**src/rtl/uart_tx_arbiter.sv**
```systemverilog
// Round-robin arbiter sharing one UART transmitter between two byte requesters.
// Each granted byte is written with a one-cycle Tx_WR strobe, then the arbiter
// waits for Tx_BUSY to rise and fall before pulsing the owner's ack. A
// transmitter that never raises Tx_BUSY causes the byte to be dropped with err.
//
//   state     | meaning
//   IDLE      | transmitter free of us; arbitrate when Tx_BUSY=0 and a req is up
//   ISSUE     | Tx_WR high for this single cycle, timeout counter cleared
//   WAIT_BUSY | waiting for the transmitter to accept (bounded by BUSY_TIMEOUT)
//   WAIT_DONE | transmitter shifting the frame out, wait for Tx_BUSY to drop
//   DONE      | ack (and err on timeout) visible, last-served pointer updated
module uart_tx_arbiter #(
  parameter int BUSY_TIMEOUT = 64,
  parameter int CNT_W        = 16
) (
  input  logic             clk,
  input  logic             reset,
  input  logic             req0,
  input  logic [7:0]       data0,
  input  logic             req1,
  input  logic [7:0]       data1,
  input  logic             Tx_BUSY,
  output logic             Tx_WR,
  output logic [7:0]       Tx_DATA,
  output logic             ack0,
  output logic             ack1,
  output logic             err,
  output logic             grant,
  output logic             busy,
  output logic [CNT_W-1:0] tx_count
);

  localparam int               TMO_W    = $clog2(BUSY_TIMEOUT);
  localparam logic [TMO_W-1:0] TMO_LAST = TMO_W'(BUSY_TIMEOUT - 1);

  typedef enum logic [2:0] {
    IDLE      = 3'd0,
    ISSUE     = 3'd1,
    WAIT_BUSY = 3'd2,
    WAIT_DONE = 3'd3,
    DONE      = 3'd4
  } state_t;

  state_t             state_q,    state_d;
  logic               tx_wr_q,    tx_wr_d;
  logic [7:0]         tx_data_q,  tx_data_d;
  logic               ack0_q,     ack0_d;
  logic               ack1_q,     ack1_d;
  logic               err_q,      err_d;
  logic               grant_q,    grant_d;
  logic               busy_q,     busy_d;
  logic [CNT_W-1:0]   tx_count_q, tx_count_d;
  logic               last_q,     last_d;
  logic [TMO_W-1:0]   tmo_cnt_q,  tmo_cnt_d;
  logic               pick;

  // Next-state decode; all outputs are computed one cycle early so they leave registered.
  always_comb begin
    state_d    = state_q;
    tx_wr_d    = 1'b0;
    tx_data_d  = tx_data_q;
    ack0_d     = 1'b0;
    ack1_d     = 1'b0;
    err_d      = 1'b0;
    grant_d    = grant_q;
    tx_count_d = tx_count_q;
    last_d     = last_q;
    tmo_cnt_d  = tmo_cnt_q;
    pick       = 1'b0;
    unique case (state_q)
      IDLE: begin
        if (!Tx_BUSY && (req0 || req1)) begin
          // On a tie the requester that was not served last wins.
          pick      = (req0 && req1) ? ~last_q : req1;
          grant_d   = pick;
          tx_data_d = pick ? data1 : data0;
          tx_wr_d   = 1'b1;
          state_d   = ISSUE;
        end
      end
      ISSUE: begin
        tmo_cnt_d = '0;
        state_d   = WAIT_BUSY;
      end
      WAIT_BUSY: begin
        if (Tx_BUSY) begin
          state_d = WAIT_DONE;
        end else if (tmo_cnt_q == TMO_LAST) begin
          // Transmitter never took the byte: drop it, no count.
          state_d = DONE;
          err_d   = 1'b1;
          ack0_d  = ~grant_q;
          ack1_d  = grant_q;
        end else begin
          tmo_cnt_d = tmo_cnt_q + 1'b1;
        end
      end
      WAIT_DONE: begin
        if (!Tx_BUSY) begin
          state_d    = DONE;
          ack0_d     = ~grant_q;
          ack1_d     = grant_q;
          tx_count_d = tx_count_q + 1'b1;
        end
      end
      DONE: begin
        last_d  = grant_q;
        state_d = IDLE;
      end
      default: state_d = IDLE;
    endcase
    busy_d = (state_d != IDLE);
  end

  // State and output registers with synchronous active-low reset.
  always_ff @(posedge clk) begin
    if (!reset) begin
      state_q    <= IDLE;
      tx_wr_q    <= 1'b0;
      tx_data_q  <= 8'h00;
      ack0_q     <= 1'b0;
      ack1_q     <= 1'b0;
      err_q      <= 1'b0;
      grant_q    <= 1'b0;
      busy_q     <= 1'b0;
      tx_count_q <= '0;
      last_q     <= 1'b1;
      tmo_cnt_q  <= '0;
    end else begin
      state_q    <= state_d;
      tx_wr_q    <= tx_wr_d;
      tx_data_q  <= tx_data_d;
      ack0_q     <= ack0_d;
      ack1_q     <= ack1_d;
      err_q      <= err_d;
      grant_q    <= grant_d;
      busy_q     <= busy_d;
      tx_count_q <= tx_count_d;
      last_q     <= last_d;
      tmo_cnt_q  <= tmo_cnt_d;
    end
  end

  assign Tx_WR    = tx_wr_q;
  assign Tx_DATA  = tx_data_q;
  assign ack0     = ack0_q;
  assign ack1     = ack1_q;
  assign err      = err_q;
  assign grant    = grant_q;
  assign busy     = busy_q;
  assign tx_count = tx_count_q;

endmodule

```
**config.mk**
```make
export PLATFORM = sky130hd
export DESIGN_NAME = uart_tx_arbiter
export DESIGN_NICKNAME = d
export VERILOG_FILES = /design/src/rtl/uart_tx_arbiter.sv
export SDC_FILE = /design/constraint.sdc
export NUM_CORES = 1
export LEC_CHECK = 0
export CORE_UTILIZATION = 43
export CTS_CLUSTER_SIZE = 20
export DETAILED_ROUTE_END_ITERATION = 8
export PLACE_DENSITY = 0.85
export SYNTH_ARGS = -nofsm -noshare
export SYNTH_HDL_FRONTEND = slang
export SYNTH_SLANG_ARGS = --single-unit
```
**constraint.sdc**
```tcl
create_clock -name clk -period 1.5 [get_ports clk]
set_input_delay 0.225 -clock clk [delete_from_list [all_inputs] [get_ports clk]]
set_output_delay 0.225 -clock clk [all_outputs]
set_load 0.05 [all_outputs]
```
### Word level (Yosys, flattened, before mapping)

Index checks and enable logic that the tools add are counted.

| word-level totals | value |
|---|---|
| output and inout port bits | 30 |
| flip-flop bits (word level) | 40 |
| word-level logic and storage cells | 57 |
| input bits | 21 |

| cells by class | value |
|---|---|
| mux-type cells | 20 |
| reductions and logical operators | 12 |
| add/sub/neg operators | 2 |
| equal/unequal tests | 7 |
| bitwise gates (word level) | 5 |

Operators with widths:

| kind | number |
|---|---|
| $add A16 B1 Y16 const B | 1 |
| $mux W3 | 4 |
| $mux W6 | 2 |
| $pmux W3 S4 | 1 |
| $pmux W6 S2 | 1 |
| $mux W1 | 9 |
| $mux W8 | 1 |
| $add A6 B1 Y6 const B | 1 |
| $eq A3 B2 Y1 const B | 2 |
| $eq A6 B6 Y1 const B | 1 |
| $reduce_and A2 Y1 | 3 |
| $not A1 Y1 | 5 |
| $ne A2 B2 Y1 const B | 2 |
| $pmux W1 S2 | 2 |
| $eq A3 B1 Y1 const B | 1 |
| $eq A3 B3 Y1 const B | 1 |
| $logic_not A3 Y1 | 1 |
| $reduce_and A3 Y1 | 1 |
| $reduce_bool A3 Y1 | 1 |
| $reduce_or A3 Y1 | 1 |
| $logic_and A1 B1 Y1 | 2 |
| $reduce_bool A2 Y1 | 1 |
| $logic_not A1 Y1 | 1 |
| $logic_or A1 B1 Y1 | 1 |

### Depth between registers and ports, before layout

| depth | value |
|---|---|
| word-level depth | 5 |
| mapped depth | 6 |
| mapped depth without buffers | 5 |

### Worst setup path after synthesis

No wires, ideal clock.

| timing | value |
|---|---|
| path kind | reg-to-reg |
| start | register tx_count_q[3], in the netlist tx_count[3] |
| end | register tx_count_q[15], in the netlist tx_count[15] |
| stages on the path, launching flop included | 5 |
| data required time | 1.429 ns |
| period minus slack after synthesis | 1.915 ns |
| path buffers | 0 |
| path slack | -0.415 ns |
| arrival time | 1.845 ns |
| path through | dfxtp_1 -> and4_4 -> nand4_2 -> or4_1 -> a21oi_1 |

| between the ends | value |
|---|---|
| word-level cells in the longest chain between the ends | 1 |

RTL lines:

| item | line | source |
|---|---|---|
| start, declared | 52 | `logic [CNT_W-1:0] tx_count_q, tx_count_d;` |
| start signal, assigned | 138 | `tx_count_q <= tx_count_d;` |
| $add A16 B1 Y16 | 103 | `tx_count_d = tx_count_q + 1'b1;` |

Every way passes these cells.
A chain may end at the register's enable or synchronous reset.

### Worst setup path after layout

| timing | value |
|---|---|
| start | register tmo_cnt_q[2] |
| end | register tmo_cnt_q[5] |

| between the ends | value |
|---|---|
| word-level cells in the longest chain between the ends | 4 |
| elaborated cells on any way between the ends | 7 |
| those cells by class | add/sub: 1; eq/ne: 2; mux: 3; reduce/logical: 1 |

RTL lines:

| item | line | source |
|---|---|---|
| start, declared | 54 | `logic [TMO_W-1:0] tmo_cnt_q, tmo_cnt_d;` |
| start signal, assigned | 140 | `tmo_cnt_q <= tmo_cnt_d;` |
| $add A6 B1 Y6 | 95 | `tmo_cnt_d = tmo_cnt_q + 1'b1;` |
| $mux W6 | 88 | `end else if (tmo_cnt_q == TMO_LAST) begin` |
| $mux W6 | 86 | `if (Tx_BUSY) begin` |
| $pmux W6 S2 | 70 | `unique case (state_q)` |

Several ways; a longest one is shown, not always the timed one. The select of a mux whose other input is x is not followed.

==> results.sh <==
export IMPL_post_route_min_period_ns=1.488
export IMPL_whs_ns=0.4802
export IMPL_clk_pin_slew_ns=0.07
export IMPL_drive_above_1_share_pct=41.87
export IMPL_cts_made_buffers=5
export IMPL_worstSetupPathType="flip-flop to flip-flop"
export IMPL_finClkSkew_ns=0.007992
export IMPL_synth_edf_count=0
export IMPL_firstDrtPassIters=4
export IMPL_rows=23
export IMPL_drt_initial_drc_count=92
export IMPL_ir_drop_mv=0.6258
export IMPL_yosysSeqAreaShare_pct=43.60
export IMPL_drc=0
export IMPL_status="finished clean"
export IMPL_regToRegStartpoint="tmo_cnt_q[2]"
export IMPL_htree_num_levels=2
export IMPL_max_cap_viol_count=0
export IMPL_hold_class="flip-flop to flip-flop"
export IMPL_synth_top_flop_cell="dfxtp_1"
export IMPL_grt_max_degree=20
export IMPL_power_density_nw_per_um2=821.6
export IMPL_met1_usage_pct=26.01
export IMPL_cts_tree="built"
export IMPL_setup_violations=0
export IMPL_grt_pass1_wl_um=7631
export IMPL_cts_hold_buf=0
export IMPL_worst_slew_pin_slew_ns=0.4626
export IMPL_grtUsageMet2_pct=38.38
export IMPL_worstReg2RegEnd="tmo_cnt_q[5]"
export IMPL_ant_nets=0
export IMPL_synthTopCellsByCount="dfxtp_1, nor2_1, nand2_1"
export IMPL_area_delta_synth_final_pct=61.78
export IMPL_grt_pass1_vias=1694
export IMPL_synth_largest_area_cell="dfxtp_1"
export IMPL_whs_path_depth=2
export IMPL_min_period_over_period_pct=99.19
export IMPL_routabilityCongestion=0.8647
export IMPL_clk_root_buffer_cell="clkbuf_8"
export IMPL_cp_start_kind="flip-flop"
export IMPL_place_ws_ns=-0.4618
export IMPL_synth_cells=196
export IMPL_die_w_um=67.36
export IMPL_critPathArrivalTime_ns=1.73
export IMPL_ys_warn_count=0
export IMPL_fp_dieH_um=67.36
export IMPL_syn_num_nets=219
export IMPL_viasPerCell=5.351
export IMPL_synth_top_cell_area_share_pct=43.60
export IMPL_hp_start="last_q"
export IMPL_coreArea_um2=4058
export IMPL_grt_overflow=0
export IMPL_dieArea_um2=4537
export IMPL_hpwl_um=3228
export IMPL_finalWorstSetupSlack_ns=0.01213
export IMPL_async_reset_ff_share_pct=0
export IMPL_crit_required_ns=1.75
export IMPL_end_kind="flip-flop"
export IMPL_num_vias=1814
export IMPL_hold_viol_final=0
export IMPL_totalWireLength_um=4743
export IMPL_grt_use_total_pct=22.22
export IMPL_min_to="last_q"
export IMPL_io_pins=51
export IMPL_p_leak_uw=0.001199
export IMPL_post_drt_wl_per_cell_um=13.99
export IMPL_io_buffers=50
export IMPL_ys_seq_elements=40
export IMPL_reg2reg_depth=4
export IMPL_synthTopCellsByArea="dfxtp_1, mux2i_1, nor2_1"
export IMPL_avgSynthCellArea_um2=9.371
export IMPL_crit_fanout=4
export IMPL_cts_sinks=40
export IMPL_clockBufferDepth=2
export IMPL_yosysMostFrequentCell="dfxtp_1"
export IMPL_slew_viol_final=0
export IMPL_clkLatencyLatePin_ns=0.30
export IMPL_initial_utilization_pct=45.27
export IMPL_r2r_slack_ns=0.01
export IMPL_syn_area_um2=1837
export IMPL_relSlewSlack_pct=68.95
export IMPL_fmax_ghz=0.6721
export IMPL_insertedDiodeCount=0
export IMPL_fin_nets=311
export IMPL_antenna_found_initial=0
export IMPL_grt_busiest_layer="met2"
export IMPL_met3_usage_pct=6.926
export IMPL_rsz0062_at_grt="yes"
export IMPL_synth_distinct_cells=43
==> flip-flops by register name (all words and copies together) (netlist names), 3 cells and up <==
register   flops
tx_count      16
state_q        3
tmo_cnt_q      6
Tx_DATA        8
==> routing by layer <==
metal	vias up	share of wire, %	wire, um
met4	0	1.0	49
met3	6	4.4	211
met1	849	42	2013
li1	912	-	-
met2	47	52	2468
met5	-	0	0
==> critical path, stage by stage (launching register included) <==
cell	delay (ns)
dfxtp_1	0.44
nand3_1	0.16
or3_4	0.39
a2111o_1	0.38
nand2_1	0.06
==> worst max-delay path by stage <==
stage	startpoint	end	slack [ns]	cells past startpoint
after CTS	state_q[1]	grant	-0.002	6
after floorplan	state_q[2]	tx_count[13]	-0.04	6
after global routing	tmo_cnt_q[1]	busy	-0.03	6
after detailed placement	Tx_BUSY	tmo_cnt_q[2]	-0.46	5
after global placement	Tx_BUSY	tmo_cnt_q[2]	-0.42	5
final	tmo_cnt_q[2]	tmo_cnt_q[5]	0.01	4
==> stage by stage <==
| step | cells | util (%) | power [uW] | TNS, ns | cell area, um2 |
|---|---|---|---|---|---|
| CTS | 335 | 69.94 | 2426 | -0.002435 | 2838 |
| global route | 339 | 73.23 | 2537 | -0.1518 | 2972 |
| detailed placement | 323 | 65.59 | 1547 | -10.48 | 2661 |
| floorplan | 196 | - | 1366 | -0.1071 | 1877 |
| global placement | 323 | 65.59 | 1541 | -9.331 | 2661 |
| finish | 339 | 73.23 | 2442 | 0 | 2972 |
==> cell usage in the layout, fill, tap and decap left out, types with 2 or more instances in the layout <==
master / count
a211oi_2: 2
o31ai_1: 4
a21oi_1: 9
o21ai_0: 6
a2111o_1: 2
nand2b_1: 3
dfxtp_4: 8
nand4_1: 2
buf_4: 64
and3_1: 4
or3_1: 5
nand3_1: 6
xnor2_1: 3
xor2_1: 5
clkdlybuf4s50_1: 19
and2_1: 3
dfxtp_1: 23
a21oi_2: 2
clkbuf_8: 5
nand2_1: 18
nand4_4: 2
o21a_1: 2
nor2_1: 19
mux2i_1: 10
or4_1: 3
nor3_2: 2
a211oi_1: 7
dfxtp_2: 9
buf_12: 7
==> repair_timing <==
item,in CTS,in global routing
pin swaps,5,9
endpoints found under the setup margin,16,28
gates resized for setup,13,21
gates cloned,0,1
buffers inserted,5,3
==> power by group <==
part	internal, uW	leakage [uW]	switching [uW]
Sequential	1090	0.000336	28.1
Combinational	217	0.000808	243
Clock	493	0.0000552	370
Total	1800	0.00120	642
==> cells by family after synthesis <==
family / share of synthesized area (%)
compound gates: 15.26
buf+inv: 3.337
simple gates: 26.63
flops: 43.60
mux: 5.995
xor+xnor: 3.815
fa+ha+maj: 1.362
==> final cells by class <==
type,instances,area [um2]
clock buffers,6,72.57
clock inverters,2,35.03
fillers,276,1086
inverters,2,7.507
multi-input cells,146,1096
flip-flops and latches,40,842.1
well taps,50,62.56
repair buffers,93,855.8
Note: power is estimated with default switching activity, not from simulation.
